File: src/rtl/int2float_pkg.sv
// Purpose: shared constants, flag struct and parameter helper for int2float_pipe.
// Latency: n/a (package).
// Backpressure: n/a (package).
// Contents: rounding-mode encodings, result flag struct, minimum exponent width helper.
package int2float_pkg;

  localparam logic RND_TRUNC = 1'b0;
  localparam logic RND_RNE   = 1'b1;

  typedef struct packed {
    logic zero;
    logic inexact;
    logic ovf;
  } i2f_flags_t;

  // Smallest exponent width whose largest code (2^w-1) covers the widest
  // possible right shift, in_w - man_w.
  function automatic int exp_w_min(input int in_w, input int man_w);
    for (int w = 1; w < 31; w++) begin
      if (((1 << w) - 1) >= (in_w - man_w)) return w;
    end
    return 31;
  endfunction

endpackage

File: src/rtl/int2float_pipe_if.sv
// Purpose: valid/ready stream bundle for int2float_pipe (operand in, float out).
// Latency: n/a (interface).
// Backpressure: in_ready/out_ready carry it; master = producer/consumer side, slave = converter.
// Signals: in_valid/in_ready/in_data/in_rnd, out_valid/out_ready/out_s/out_m/out_e/out_zero/out_inexact/out_ovf.
interface int2float_pipe_if #(
  parameter int IN_W  = 11,
  parameter int MAN_W = 4,
  parameter int EXP_W = 3
);
  logic             in_valid;
  logic             in_ready;
  logic [IN_W-1:0]  in_data;
  logic             in_rnd;
  logic             out_valid;
  logic             out_ready;
  logic             out_s;
  logic [MAN_W-1:0] out_m;
  logic [EXP_W-1:0] out_e;
  logic             out_zero;
  logic             out_inexact;
  logic             out_ovf;

  modport master (
    output in_valid, in_data, in_rnd, out_ready,
    input  in_ready, out_valid, out_s, out_m, out_e, out_zero, out_inexact, out_ovf
  );

  modport slave (
    input  in_valid, in_data, in_rnd, out_ready,
    output in_ready, out_valid, out_s, out_m, out_e, out_zero, out_inexact, out_ovf
  );
endinterface

File: src/rtl/int2float_pipe_lead_one_det.sv
// Purpose: priority encoder giving the index of the most significant set bit.
// Latency: combinational.
// Backpressure: none.
// Ports: a (W-bit operand) in; p (index of MSB set, 0 when a==0) out; nz (a != 0) out.
module lead_one_det #(
  parameter int W  = 11,
  parameter int PW = (W > 1) ? $clog2(W) : 1
) (
  input  logic [W-1:0]  a,
  output logic [PW-1:0] p,
  output logic          nz
);

  // Ascending scan: the last set bit seen wins, i.e. the highest one.
  always_comb begin
    p  = '0;
    nz = 1'b0;
    for (int i = 0; i < W; i++) begin
      if (a[i]) begin
        p  = PW'(i);
        nz = 1'b1;
      end
    end
  end

endmodule

File: src/rtl/int2float_pipe.sv
// Purpose: integer to sign/mantissa/exponent converter with truncate or RNE rounding.
// Latency: 3 cycles from input handshake to out_valid, one word per cycle.
// Backpressure: combinational ready chain; a stage loads when empty or draining, so bubbles collapse.
// Ports: clk, rst (sync, active-high); io (slave) carries the input operand stream and result stream.
module int2float_pipe
  import int2float_pkg::*;
#(
  parameter int IN_W   = 11,
  parameter int MAN_W  = 4,
  parameter int EXP_W  = 3,
  parameter bit SIGNED = 1'b0
) (
  input logic              clk,
  input logic              rst,
  int2float_pipe_if.slave  io
);

  localparam int               PW     = $clog2(IN_W);
  localparam logic [PW-1:0]    TOP_M  = PW'(MAN_W - 1);
  localparam logic [EXP_W-1:0] E_MAX  = '1;

  if (IN_W < MAN_W + 1) begin : g_bad_in_w
    $error("int2float_pipe: IN_W must be at least MAN_W+1");
  end
  if (MAN_W < 2) begin : g_bad_man_w
    $error("int2float_pipe: MAN_W must be at least 2");
  end
  if (EXP_W < exp_w_min(IN_W, MAN_W)) begin : g_bad_exp_w
    $error("int2float_pipe: EXP_W too small for IN_W-MAN_W shift range");
  end

  // ---------------- handshake ----------------
  logic v1, v2, v3;
  logic ld1, ld2, ld3;
  logic in_fire;

  assign ld3         = !v3 || io.out_ready;
  assign ld2         = !v2 || ld3;
  assign ld1         = !v1 || ld2;
  assign io.in_ready = ld1 && !rst;
  assign in_fire     = io.in_valid && io.in_ready;

  // ---------------- S1: sign and magnitude ----------------
  logic            s_in;
  logic [IN_W-1:0] a_in;
  logic            s1_s, s1_rnd;
  logic [IN_W-1:0] s1_a;

  // The most negative input negates to itself, which read unsigned is 2^(IN_W-1).
  always_comb begin
    s_in = (SIGNED != 1'b0) ? io.in_data[IN_W-1] : 1'b0;
    a_in = s_in ? (~io.in_data + IN_W'(1)) : io.in_data;
  end

  always_ff @(posedge clk) begin
    if (rst) begin
      v1     <= 1'b0;
      s1_s   <= 1'b0;
      s1_rnd <= 1'b0;
      s1_a   <= '0;
    end else if (ld1) begin
      v1 <= in_fire;
      if (in_fire) begin
        s1_s   <= s_in;
        s1_rnd <= io.in_rnd;
        s1_a   <= a_in;
      end
    end
  end

  // ---------------- S2: normalise ----------------
  logic [PW-1:0]    lod_p;
  logic             lod_nz;
  logic [PW-1:0]    sh;
  logic [IN_W-1:0]  keep_mask;
  logic [MAN_W-1:0] m_nx;
  logic             rbit_nx, sticky_nx;

  logic             s2_s, s2_rnd, s2_zero, s2_rbit, s2_sticky;
  logic [MAN_W-1:0] s2_m;
  logic [EXP_W-1:0] s2_e;

  lead_one_det #(.W(IN_W), .PW(PW)) u_lod (
    .a  (s1_a),
    .p  (lod_p),
    .nz (lod_nz)
  );

  // keep_mask covers the discarded bits; its top bit is the half-ulp bit,
  // everything below it folds into sticky.
  always_comb begin
    sh        = (lod_p > TOP_M) ? (lod_p - TOP_M) : '0;
    keep_mask = (IN_W'(1) << sh) - IN_W'(1);
    m_nx      = MAN_W'(s1_a >> sh);
    rbit_nx   = |(s1_a & keep_mask & ~(keep_mask >> 1));
    sticky_nx = |(s1_a & (keep_mask >> 1));
  end

  always_ff @(posedge clk) begin
    if (rst) begin
      v2        <= 1'b0;
      s2_s      <= 1'b0;
      s2_rnd    <= 1'b0;
      s2_zero   <= 1'b0;
      s2_m      <= '0;
      s2_e      <= '0;
      s2_rbit   <= 1'b0;
      s2_sticky <= 1'b0;
    end else if (ld2) begin
      v2 <= v1;
      if (v1) begin
        s2_s      <= s1_s;
        s2_rnd    <= s1_rnd;
        s2_zero   <= !lod_nz;
        s2_m      <= m_nx;
        s2_e      <= EXP_W'(sh);
        s2_rbit   <= rbit_nx;
        s2_sticky <= sticky_nx;
      end
    end
  end

  // ---------------- S3: round, carry, saturate ----------------
  logic             inc, carry, sat;
  logic [MAN_W:0]   sum_m;
  logic [EXP_W:0]   e_rnd;
  logic [MAN_W-1:0] m_fin;
  logic [EXP_W-1:0] e_fin;
  i2f_flags_t       flags_fin;

  logic             s3_s;
  logic [MAN_W-1:0] s3_m;
  logic [EXP_W-1:0] s3_e;
  i2f_flags_t       s3_flags;

  // Truncation never carries, and without a carry E stays within range,
  // so saturation is reachable only through RNE.
  always_comb begin
    inc   = (s2_rnd == RND_RNE) && s2_rbit && (s2_sticky || s2_m[0]);
    sum_m = {1'b0, s2_m} + (MAN_W+1)'(inc);
    carry = sum_m[MAN_W];
    e_rnd = {1'b0, s2_e} + (EXP_W+1)'(carry);
    sat   = e_rnd > {1'b0, E_MAX};
    if (sat)        m_fin = '1;
    else if (carry) m_fin = {1'b1, {(MAN_W-1){1'b0}}};
    else            m_fin = sum_m[MAN_W-1:0];
    e_fin             = sat ? E_MAX : e_rnd[EXP_W-1:0];
    flags_fin.zero    = s2_zero;
    flags_fin.inexact = s2_rbit || s2_sticky || sat;
    flags_fin.ovf     = sat;
  end

  always_ff @(posedge clk) begin
    if (rst) begin
      v3       <= 1'b0;
      s3_s     <= 1'b0;
      s3_m     <= '0;
      s3_e     <= '0;
      s3_flags <= '0;
    end else if (ld3) begin
      v3 <= v2;
      if (v2) begin
        s3_s     <= s2_s;
        s3_m     <= m_fin;
        s3_e     <= e_fin;
        s3_flags <= flags_fin;
      end
    end
  end

  assign io.out_valid   = v3;
  assign io.out_s       = s3_s;
  assign io.out_m       = s3_m;
  assign io.out_e       = s3_e;
  assign io.out_zero    = s3_flags.zero;
  assign io.out_inexact = s3_flags.inexact;
  assign io.out_ovf     = s3_flags.ovf;

endmodule
File: src/flat_wrapper.sv
// flat-port wrapper written by rule: the top's interface ports become plain ports
module int2float_pipe_flat import int2float_pkg::*;
#(
  parameter int IN_W   = 11,
  parameter int MAN_W  = 4,
  parameter int EXP_W  = 3,
  parameter bit SIGNED = 1'b0
)
  (clk, rst, io_in_valid, io_in_data, io_in_rnd, io_out_ready, io_in_ready, io_out_valid, io_out_s, io_out_m, io_out_e, io_out_zero, io_out_inexact, io_out_ovf);
  int2float_pipe_if #(.IN_W(IN_W), .MAN_W(MAN_W), .EXP_W(EXP_W)) io_i ();
  input logic clk;
  input logic rst;
  input wire logic [$bits(io_i.in_valid)-1:0] io_in_valid;
  input wire logic [$bits(io_i.in_data)-1:0] io_in_data;
  input wire logic [$bits(io_i.in_rnd)-1:0] io_in_rnd;
  input wire logic [$bits(io_i.out_ready)-1:0] io_out_ready;
  output wire logic [$bits(io_i.in_ready)-1:0] io_in_ready;
  output wire logic [$bits(io_i.out_valid)-1:0] io_out_valid;
  output wire logic [$bits(io_i.out_s)-1:0] io_out_s;
  output wire logic [$bits(io_i.out_m)-1:0] io_out_m;
  output wire logic [$bits(io_i.out_e)-1:0] io_out_e;
  output wire logic [$bits(io_i.out_zero)-1:0] io_out_zero;
  output wire logic [$bits(io_i.out_inexact)-1:0] io_out_inexact;
  output wire logic [$bits(io_i.out_ovf)-1:0] io_out_ovf;
  assign io_i.in_valid = io_in_valid;
  assign io_i.in_data = io_in_data;
  assign io_i.in_rnd = io_in_rnd;
  assign io_i.out_ready = io_out_ready;
  assign io_in_ready = io_i.in_ready;
  assign io_out_valid = io_i.out_valid;
  assign io_out_s = io_i.out_s;
  assign io_out_m = io_i.out_m;
  assign io_out_e = io_i.out_e;
  assign io_out_zero = io_i.out_zero;
  assign io_out_inexact = io_i.out_inexact;
  assign io_out_ovf = io_i.out_ovf;
  int2float_pipe #(.IN_W(IN_W), .MAN_W(MAN_W), .EXP_W(EXP_W), .SIGNED(SIGNED)) u_core (.clk(clk), .rst(rst), .io(io_i));
endmodule
File: config.mk
export PLATFORM = sky130hd
export DESIGN_NAME = int2float_pipe_flat
export DESIGN_NICKNAME = d
export VERILOG_FILES = /design/src/rtl/int2float_pkg.sv /design/src/rtl/int2float_pipe_if.sv /design/src/rtl/int2float_pipe_lead_one_det.sv /design/src/rtl/int2float_pipe.sv /design/src/flat_wrapper.sv
export SDC_FILE = /design/constraint.sdc
export NUM_CORES = 1
export LEC_CHECK = 0
export ABC_AREA = 1
export BUFFER_PORTS_ARGS = -buffer_cell sky130_fd_sc_hd__buf_2
export CAP_MARGIN = 10
export CORE_ASPECT_RATIO = 0.75
export CORE_MARGIN = 5
export CORE_UTILIZATION = 57
export CTS_CLUSTER_DIAMETER = 50
export DETAILED_ROUTE_END_ITERATION = 7
export PLACE_DENSITY_LB_ADDON = 0.1
export REMOVE_ABC_BUFFERS = 1
export SKIP_CTS_REPAIR_TIMING = 1
export SLEW_MARGIN = 20
export SYNTH_ARGS = -nofsm -noshare
export SYNTH_HDL_FRONTEND = slang
export SYNTH_SLANG_ARGS = --single-unit
File: constraint.sdc
create_clock -name clk -period 3.9 [get_ports clk]
set_clock_uncertainty 0.15 [all_clocks]
set_input_delay 0.78 -clock clk [delete_from_list [all_inputs] [get_ports clk]]
set_output_delay 0.78 -clock clk [all_outputs]
set_load 0.02 [all_outputs]
==> results.yml, run 1 <==
cts:
  cts_sinks: 36
  root_buffer: "clkbuf_8"
  clkSlewWorstSetupHoldPaths_ns: 0.08
  clk_path_buf_depth: 2
  clock_latency_ns: 0.29
  htreeDepth: 2
  cts_tree: "yes"
  cts_buffers: 5
routing:
  ant_nets: 0
  vias: 2071
  route.detailed.drc: 0
  drt_iter0_drc: 142
  drt-total-wl_mm: 5.19
  drt_first_pass_iters: 5
  wl_per_cell_um: 13.5
  via_per_inst: 5.41
setup_path:
  cp-start-kind: "flip-flop"
  r2r-start: "u_core.s1_a[9]$_SDFFE_PP0P_"
  crit_arrival_ns: 3.24
  cp_data_required_time_ns: 3.95
  reg2reg_slack_ns: 0.71
  cp_max_fo: 5
  crit_type: "reg2reg"
  r2r_cells: 18
  cp-end-kind: "flip-flop"
  r2r_end: "u_core.s2_sticky$_SDFFE_PP0P_"
logic_synthesis:
  synthCells: 305
  synth_edf_count: 0
  syn_area_sq_um: 2130
  netlist_top_cells_count: "nand2_1, dfxtp_1, nand3_1, inv_1, nor2_1"
  synthDominantCellAreaShare_pct: 33.8
  synthFlopType: "dfxtp_1"
  ys_top_cells_by_area: "dfxtp_1, nand2_1, nand3_1"
  yosys_register_bits: 36
  yosysMostFrequentCell: "nand2_1"
  synth_top_area_cell: "dfxtp_1"
  seq_area_frac_synth_pct: 33.8
  yosysUniqueCellTypes: 37
  ys_warn_count: 0
  syn_avg_cell_area_sq_um: 6.98
  synth-async-reset-ratio_pct: 0
global_routing:
  grt_max_degree: 25
  grtUsageTotal_pct: 22.2
  grt_pass1_wl_mm: 8.77
  antenna_found_initial: 0
  overflow: 0
  first_global_vias: 1840
job:
  drv_cap: 0
timing:
  hold_viol_final: 0
  slew_viol_final: 0
  tns_ns: 0
  setup_viol: 0
  rsz0062_at_grt: "false"
  tightest_slew_ns: 0.769
  period_needed_ns: 3.19
  max_freq_ghz: 0.314
  period_share_pct: 81.8
  slew_headroom_pct: 48.5
power_and_ir_drop:
  peakVddDrop_uv: 329
  seq_power_share_pct: 36.3
  power_density_nw_per_um2: 476
  switchingPower_mw: 0.435
  swShare_pct: 38.1
  pwr-share-clk_pct: 29.4
  pwr-share-comb_pct: 34.3
  internal_power_mw: 0.706
  power.leakage_nw: 1.14
  totalPowerFinal_mw: 1.14
min_path:
  worstHoldPathType: "reg2reg"
  min_from: "u_core.s1_rnd$_SDFFE_PP0P_"
  hold_depth: 2
  holdPathEnd: "u_core.s2_rnd$_SDFFE_PP0P_"
floorplanning:
  core_sq_um: 3640
  die-area_sq_um: 5070
  fp.dieW_um: 80.6
  rows: 19
  die_y_um: 62.9
  ios: 29
  start_util_pct: 58.5
final_layout:
  num-nets-final: 352
  drive_above_1_share_pct: 19.3
  diodes: 0
  syn_to_final_growth_pct: 12.6
run_status:
  status: "finished clean"
placement:
  port-buffer-count: 27
  dpl.hpwl_mm: 3.81
  gp_congestion: 0.984
-- metrics by stage --
stage	hold WS, ns	cell area (sq um)	setup slack, ns	utilization (%)	std cells
floorplan	0.280	2080	1.10	-	295
global placement	0.301	2290	0.779	62.8	375
detailed placement	0.296	2290	0.756	62.8	375
CTS	0.315	2400	0.741	65.9	383
global route	0.368	2400	0.411	65.9	383
finish	0.317	2400	0.712	65.9	383
-- registers in the layout, summed over array words and instances, names as in the netlist, 3 cells and up --
signal,flops
u_core.s2_e,3
u_core.io.out_e,3
u_core.io.out_m,4
u_core.s2_m,4
u_core.s1_a,11
-- cells in the final DEF (no fill, tap or decap), types with 2 or more instances in the layout --
cell type,count
buf_2,27
nand2_4,5
nor3_1,3
o21ai_1,2
o21ai_0,21
clkbuf_8,5
a21oi_1,19
dfxtp_1,36
xnor2_1,2
nand2_2,3
ha_1,6
inv_2,7
inv_1,31
nand2_1,68
nand3_1,32
nand4_1,2
nor2_4,4
o31ai_1,13
nor2_1,26
-- power by group through the flow --
stage          Sequential, mW  Clock (mW)  Combinational [mW]
3_5_place_dp            0.422           0               0.379
5_1_grt                 0.417       0.357               0.435
4_1_cts                 0.413       0.340               0.384
2_1_floorplan           0.424           0               0.293
6_report                0.414       0.336               0.392
3_3_place_gp            0.421           0               0.378
-- per-layer routing --
layer	part of all wire [%]	track usage (%)	vias to the layer above	wire length, um
li1	-	-	1050	-
met1	49	32.0	927	2570
met2	40	31.1	84	2090
met3	8.6	5.91	10	446
met4	1.7	8.23	0	89
met5	0	0	-	0
-- how the worst max path moves through the flow --
| stage | slack [ns] | depth (start not counted) | endpoint | startpoint |
|---|---|---|---|---|
| after CTS | 0.74 | 18 | u_core.s2_sticky$_SDFFE_PP0P_ | u_core.s1_a[9]$_SDFFE_PP0P_ |
| after global placement | 0.78 | 18 | u_core.s2_sticky$_SDFFE_PP0P_ | u_core.s1_a[9]$_SDFFE_PP0P_ |
| after global routing | 0.41 | 18 | u_core.s2_sticky$_SDFFE_PP0P_ | u_core.s1_a[9]$_SDFFE_PP0P_ |
| after floorplan | 1.10 | 18 | u_core.s2_sticky$_SDFFE_PP0P_ | u_core.s1_a[9]$_SDFFE_PP0P_ |
| after detailed placement | 0.76 | 18 | u_core.s2_sticky$_SDFFE_PP0P_ | u_core.s1_a[9]$_SDFFE_PP0P_ |
| final | 0.71 | 18 | u_core.s2_sticky$_SDFFE_PP0P_ | u_core.s1_a[9]$_SDFFE_PP0P_ |
-- kinds of logic after synthesis --
kind of cell / synth area share [%]
AND/OR/NAND/NOR: 33.8
buffers and inverters: 9.40
XOR/XNOR: 0.823
AO/OA/AOI/OAI: 18.4
other: 0.176
adder cells (fa/ha/maj): 3.53
flip-flops: 33.8
-- cell type report --
| type | count | area (sq um) |
|---|---|---|
| Timing Repair Buffer | 28 | 143 |
| Sequential cell | 36 | 721 |
| Clock inverter | 3 | 42.5 |
| Inverter | 39 | 149 |
| Clock buffer | 5 | 68.8 |
| Tap cell | 52 | 65.1 |
| Multi-Input combinational cell | 220 | 1210 |
| Fill cell | 352 | 1240 |
-- worst max-delay path: stages, from the launching register on --
cell and delay (ns):
dfxtp_1 0.45, inv_2 0.11, a21oi_4 0.23, a21boi_4 0.27
ha_1 0.30, inv_1 0.16, nor2_8 0.07, inv_2 0.11
nand2_2 0.07, inv_2 0.08, nand2_1 0.07, ha_1 0.31
inv_1 0.06, a21oi_1 0.13, o21ai_0 0.09, nor3_1 0.20
nand4_1 0.13, nand2_1 0.08, inv_1 0.03
No activity file was read; power rests on OpenSTA's default activity.
==> run 2: changes to the inputs <==
--- a/config.mk
+++ b/config.mk
@@ -5,12 +5,12 @@
 export SDC_FILE = /design/constraint.sdc
 export NUM_CORES = 1
 export LEC_CHECK = 0
-export ABC_AREA = 1
+export ABC_AREA = 0
 export BUFFER_PORTS_ARGS = -buffer_cell sky130_fd_sc_hd__buf_2
 export CAP_MARGIN = 10
 export CORE_ASPECT_RATIO = 0.75
 export CORE_MARGIN = 5
-export CORE_UTILIZATION = 57
+export CORE_UTILIZATION = 52
 export CTS_CLUSTER_DIAMETER = 50
 export DETAILED_ROUTE_END_ITERATION = 7
 export PLACE_DENSITY_LB_ADDON = 0.1
==> constraint.sdc (replaced) <==
create_clock -name clk -period 2.6 [get_ports clk]
set_clock_uncertainty 0.15 [all_clocks]
set_input_delay 0.52 -clock clk [delete_from_list [all_inputs] [get_ports clk]]
set_output_delay 0.52 -clock clk [all_outputs]
set_load 0.02 [all_outputs]
==> run 2 against run 1 <==
Hold slack worse by 0.061 ns. Critical endpoint is now u_core.s2_rbit$_SDFFE_PP0P_. Wire length increased by 33%. Critical path depth fell by 4. The flow now finishes with violations (negative setup slack). Largest power group is now combinational logic. Total power grew 70%.
==> results.yml, run 2 <==
power_and_ir_drop:
  switchingPower_mw: 0.706
  pwr-share-comb_pct: 46.7
  seq_power_share_pct: 32.0
  pwr-share-clk_pct: 21.3
  totalPowerFinal_mw: 1.94
  internal_power_mw: 1.23
  power_density_nw_per_um2: 620
  power.leakage_nw: 1.34
  swShare_pct: 36.5
  peakVddDrop_uv: 401
routing:
  vias: 2461
  via_per_inst: 5.71
  wl_per_cell_um: 16.0
  drt-total-wl_mm: 6.90
  ant_nets: 0
  drt_iter0_drc: 234
  route.detailed.drc: 0
  drt_first_pass_iters: 5
timing:
  hold_ws_ns: 0.255
  hold_viol_final: 0
  slew_viol_final: 0
  setup_viol: 2
  max_freq_ghz: 0.301
  rsz0062_at_grt: "true"
  setup_ws_ns: -0.720
  tightest_slew_ns: 0.545
  period_share_pct: 128
  period_needed_ns: 3.32
  slew_headroom_pct: 63.6
run_status:
  violations: "negative setup slack"
  status: "finished with violations"
placement:
  placed_area_sq_um: 2870
  gp_congestion: 0.961
  port-buffer-count: 27
  dpl.hpwl_mm: 5.10
  dp_slack_ns: -1.02
setup_path:
  cp_max_fo: 6
  reg2reg_slack_ns: -0.72
  r2r_cells: 14
  r2r-start: "u_core.s1_a[2]$_SDFFE_PP0P_"
  cp_data_required_time_ns: 2.65
  crit_arrival_ns: 3.37
  r2r_end: "u_core.s2_rbit$_SDFFE_PP0P_"
  cp-end-kind: "flip-flop"
  cp-start-kind: "flip-flop"
  crit_type: "reg2reg"
job:
  drv_cap: 0
cts:
  cts_buffers: 5
  root_buffer: "clkbuf_8"
  cts_tree: "yes"
  cts_sinks: 36
  clock_latency_ns: 0.29
  clk_path_buf_depth: 2
  clkSlewWorstSetupHoldPaths_ns: 0.08
  htreeDepth: 2
logic_synthesis:
  synth_simple_gate_area_share_pct: 29.5
  synth_top_area_cell: "dfxtp_1"
  synthDominantCellAreaShare_pct: 30.4
  synth_edf_count: 0
  yosys_register_bits: 36
  synthXorXnorAreaFrac_pct: 1.48
  netlist_top_cells_count: "dfxtp_1, nand2_1, nor2_1, clkbuf_1"
  seq_area_frac_synth_pct: 30.4
  ys_warn_count: 0
  syn_avg_cell_area_sq_um: 7.79
  synth_top_family_by_area: "simple AND/OR/NAND/NOR gates"
  ys_top_cells_by_area: "dfxtp_1, nand2_1, nor2_1"
  synthFlopType: "dfxtp_1"
  synth-adder-area-share_pct: 3.17
  synth-async-reset-ratio_pct: 0
  syn_area_sq_um: 2370
  synth.area.mux_share_pct: 2.17
  synth_compound_area_share_pct: 27.0
  yosysUniqueCellTypes: 64
  synthCells: 304
global_routing:
  grt_max_degree: 37
  antenna_found_initial: 0
  grt_pass1_wl_mm: 11.1
  grtUsageTotal_pct: 23.8
  overflow: 0
  first_global_vias: 2255
floorplanning:
  rows: 21
  fp.dieW_um: 87.9
  ios: 29
  start_util_pct: 53.3
  die_y_um: 68.4
  core_sq_um: 4440
  die-area_sq_um: 6020
final_layout:
  num-nets-final: 395
  syn_to_final_growth_pct: 32.0
  diodes: 0
  fill_cells: 376
  largest_register: "u_core.s1_a"
  final-seq-area_sq_um: 732
  final_util_pct: 70.4
  drive_above_1_share_pct: 35.8
  final_common_cell: "buf_4"
  largest_reg_flops: 11
  multiInputGateArea_sq_um: 1610
  design_area_sq_um: 3120
  most-common-layout-cells: "buf_4, nand2_1, nor2_1"
min_path:
  hold_depth: 3
  min_from: "io_in_data[4]"
  worstHoldPathType: "in2reg"
  holdPathEnd: "u_core.s1_a[4]$_SDFFE_PP0P_"
-- run 2: cell count changes after synthesis, moves of 5 or more --
cell	previous run	this run
o21ai_0	21	16
inv_2	7	0
nand2_1	68	36
nand2_4	5	0
nor2_1	26	36
inv_1	31	7
nand3b_1	0	9
clkbuf_1	5	17
nor3_1	3	11
o31ai_1	13	6
a211oi_1	0	5
nand3_1	32	10
nand2b_1	0	8
-- run 2: cell families after synthesis --
family	Yosys count
fa+ha+maj	6
simple gates	137
compound gates	84
other cells	1
buf+inv	31
xor+xnor	4
flops	36
mux	5
-- run 2: routing by layer --
metal	track usage [%]	part of all wire, %
met1	36.7	50
met2	33.5	42
met3	4.81	7.8
met4	5.36	0.42
met5	0	0
-- run 2: cell type report --
| cell class | instances | area share (%) |
|---|---|---|
| multi-input cells | 237 | 51.6 |
| flip-flops and latches | 36 | 23.4 |
| inverters | 7 | 0.841 |
| clock inverters | 2 | 0.320 |
| well taps | 57 | 2.28 |
| clock buffers | 6 | 2.64 |
| repair buffers | 86 | 18.9 |
-- run 2: worst max path at each step --
stage,end,from,depth (start not counted),slack [ns]
2_1_floorplan,u_core.s2_rbit$_SDFFE_PP0P_,u_core.s1_a[9]$_SDFFE_PP0P_,14,-1.58
3_3_place_gp,u_core.s2_rbit$_SDFFE_PP0P_,u_core.s1_a[2]$_SDFFE_PP0P_,14,-0.90
3_5_place_dp,u_core.s2_rbit$_SDFFE_PP0P_,u_core.s1_a[2]$_SDFFE_PP0P_,14,-1.02
4_1_cts,u_core.s2_rbit$_SDFFE_PP0P_,u_core.s1_a[2]$_SDFFE_PP0P_,14,-1.07
5_1_grt,u_core.s2_rbit$_SDFFE_PP0P_,u_core.s1_a[1]$_SDFFE_PP0P_,14,-0.97
6_report,u_core.s2_rbit$_SDFFE_PP0P_,u_core.s1_a[2]$_SDFFE_PP0P_,14,-0.72
-- run 2: metrics by stage --
stage | setup TNS, ns | instances
final | -1.34 | 431
after global routing | -1.88 | 431
after CTS | -2.23 | 427
after detailed placement | -1.98 | 419
after global placement | -1.75 | 419
after floorplan | -3.69 | 280
-- run 2: power groups by stage --
stage	Sequential (mW)	Combinational (mW)	Clock [mW]
after floorplan	0.644	0.433	0
after global placement	0.626	0.793	0
after detailed placement	0.627	0.800	0
after CTS	0.615	0.805	0.417
after global routing	0.624	0.979	0.442
final	0.619	0.904	0.413
-- run 2: critical path: stages (launching register included) --
cell and delay (ns):
dfxtp_4 0.37, nor2b_2 0.14, o21ai_2 0.08, a21oi_2 0.24
ha_4 0.24, or4_1 0.40, o221a_1 0.15, or3_4 0.34
ha_4 0.18, nand3b_1 0.21, o21ai_2 0.19, o32ai_2 0.10
o32ai_2 0.13, nor4_2 0.06, a311oi_1 0.25
==> run 3: changes to the inputs <==
--- a/config.mk
+++ b/config.mk
@@ -14,6 +14,7 @@
 export CTS_CLUSTER_DIAMETER = 50
 export DETAILED_ROUTE_END_ITERATION = 7
 export PLACE_DENSITY_LB_ADDON = 0.1
+export RECOVER_POWER = 100
 export REMOVE_ABC_BUFFERS = 1
 export SKIP_CTS_REPAIR_TIMING = 1
 export SLEW_MARGIN = 20
==> run 3 against run 2 <==
Sequential power hardly changed. Cell area is 0.72% lower. First-iteration DRC count is 15% lower. Hold slack better by 0.0040 ns. Register-to-register slack hardly changed. Highest routed layer unchanged. Critical path type unchanged. Die area stayed put. Global-route usage stayed put. Combinational power is 0.8% lower. Non-clock buffer count stayed put. The flow still finishes with violations (negative setup slack). Largest power group unchanged. Total power is 0.55% lower.
==> results.yml, run 3 (synthesis results as in run 2) <==
job:
  drv_cap: 0
final_layout:
  design_area_sq_um: 3100
  largest_register: "u_core.s1_a"
  largest_reg_flops: 11
  final_common_cell: "buf_4"
  most-common-layout-cells: "buf_4, nand2_1, nor2_1"
  syn_to_final_growth_pct: 31.0
  num-nets-final: 395
  drive_above_1_share_pct: 32.1
  fill_cells: 386
  diodes: 0
cts:
  clkSlewWorstSetupHoldPaths_ns: 0.08
  cts_buffers: 5
  cts_sinks: 36
  clock_latency_ns: 0.29
  htreeDepth: 2
  clk_path_buf_depth: 2
  cts_tree: "yes"
  root_buffer: "clkbuf_8"
timing:
  rsz0062_at_grt: "true"
  setup_viol: 2
  period_share_pct: 127
  tightest_slew_ns: 0.726
  max_freq_ghz: 0.302
  slew_viol_final: 0
  slew_headroom_pct: 51.6
  period_needed_ns: 3.31
  setup_ws_ns: -0.714
  hold_viol_final: 0
floorplanning:
  die_y_um: 68.4
  die-area_sq_um: 6020
  core_sq_um: 4440
  ios: 29
  fp.dieW_um: 87.9
  start_util_pct: 53.3
  rows: 21
power_and_ir_drop:
  switchingPower_mw: 0.703
  pwr-share-clk_pct: 21.2
  swShare_pct: 36.5
  internal_power_mw: 1.22
  power_density_nw_per_um2: 621
  pwr-share-comb_pct: 46.6
  seq_power_share_pct: 32.2
  peakVddDrop_uv: 401
  totalPowerFinal_mw: 1.93
  power.leakage_nw: 1.28
routing:
  vias: 2489
  via_per_inst: 5.77
  drt_iter0_drc: 198
  route.detailed.drc: 0
  drt-total-wl_mm: 6.88
  ant_nets: 0
  wl_per_cell_um: 16.0
  drt_first_pass_iters: 5
setup_path:
  crit_type: "reg2reg"
  cp_data_required_time_ns: 2.64
  r2r_end: "u_core.s2_rbit$_SDFFE_PP0P_"
  cp_max_fo: 6
  r2r-start: "u_core.s1_a[2]$_SDFFE_PP0P_"
  reg2reg_slack_ns: -0.71
  slowest_stage: "or4_1"
  cp-end-kind: "flip-flop"
  r2r_cells: 14
  setup.worst_path.start: "u_core.s1_a[2]$_SDFFE_PP0P_"
  worstPathCellList: "nor2b_2 -> o21ai_2 -> a21oi_2 -> ha_4 -> or4_1 -> o221a_1 -> or3_4 -> ha_4 -> nand3b_1 -> o21ai_2 -> o32ai_2 -> o32ai_2 -> nor4_2 -> a311oi_1"
  crit_arrival_ns: 3.36
  cp_slowest_stage_delay_ns: 0.40
  cp-start-kind: "flip-flop"
placement:
  placed_area_sq_um: 2870
  dpl.hpwl_mm: 5.10
  dp_slack_ns: -1.02
  gp_congestion: 0.961
  port-buffer-count: 27
min_path:
  holdPathEnd: "u_core.s1_a[4]$_SDFFE_PP0P_"
  hold_depth: 3
  worstHoldPathType: "in2reg"
  min_from: "io_in_data[4]"
global_routing:
  first_global_vias: 2255
  antenna_found_initial: 0
  grt_pass1_wl_mm: 11.1
  grtUsageTotal_pct: 23.8
  use_met1_pct: 36.7
  grt_util_met3_pct: 4.81
  grt_max_degree: 37
  overflow: 0
  grt_util_met2_pct: 33.5
  grt-busiest-layer: "met1"
run_status:
  status: "finished with violations"
  violations: "negative setup slack"
## run 3: worst max path at each step
stage                                  end  depth (start not counted)
2_1_floorplan  u_core.s2_rbit$_SDFFE_PP0P_                         14
3_3_place_gp   u_core.s2_rbit$_SDFFE_PP0P_                         14
3_5_place_dp   u_core.s2_rbit$_SDFFE_PP0P_                         14
4_1_cts        u_core.s2_rbit$_SDFFE_PP0P_                         14
5_1_grt        u_core.s2_rbit$_SDFFE_PP0P_                         14
6_report       u_core.s2_rbit$_SDFFE_PP0P_                         14
## run 3: stage by stage
stage | util, % | instances | TNS (ns) | hold slack (ns)
floorplan | - | 280 | -3.69 | 0.275
global placement | 64.6 | 419 | -1.75 | 0.292
detailed placement | 64.6 | 419 | -1.98 | 0.295
CTS | 66.7 | 427 | -2.23 | 0.254
global route | 69.9 | 431 | -1.88 | 0.256
finish | 69.9 | 431 | -1.34 | 0.259
## run 3: worst max-delay path, delay by kind of cell (launching register included)
kind | cells | cell delay [ns]
AOI/OAI and AO/OA | 7 | 1.14
DFF | 1 | 0.37
adders and majority gates | 2 | 0.42
and+or+nand+nor | 5 | 1.15
## run 3: power groups by stage
stage / Clock, mW / Sequential, mW / Combinational (mW)
2_1_floorplan: 0 / 0.644 / 0.433
3_3_place_gp: 0 / 0.626 / 0.793
3_5_place_dp: 0 / 0.627 / 0.800
4_1_cts: 0.417 / 0.615 / 0.805
5_1_grt: 0.442 / 0.624 / 0.971
6_report: 0.409 / 0.620 / 0.897
## run 3: layer usage
layer / vias up / wire length [um]
met5: - / 0
met1: 1149 / 3460
met3: 4 / 469
met2: 92 / 2940
li1: 1244 / -
met4: 0 / 15
## run 3: layout make-up
type                            instances  area [sq um]  area share (%)
Clock buffer                            6          82.6            2.66
Multi-Input combinational cell        237          1610            52.0
Sequential cell                        36           732            23.6
Timing Repair Buffer                   86           567            18.3
Tap cell                               57          71.3            2.30
Inverter                                7          26.3           0.847
Clock inverter                          2          10.0           0.323
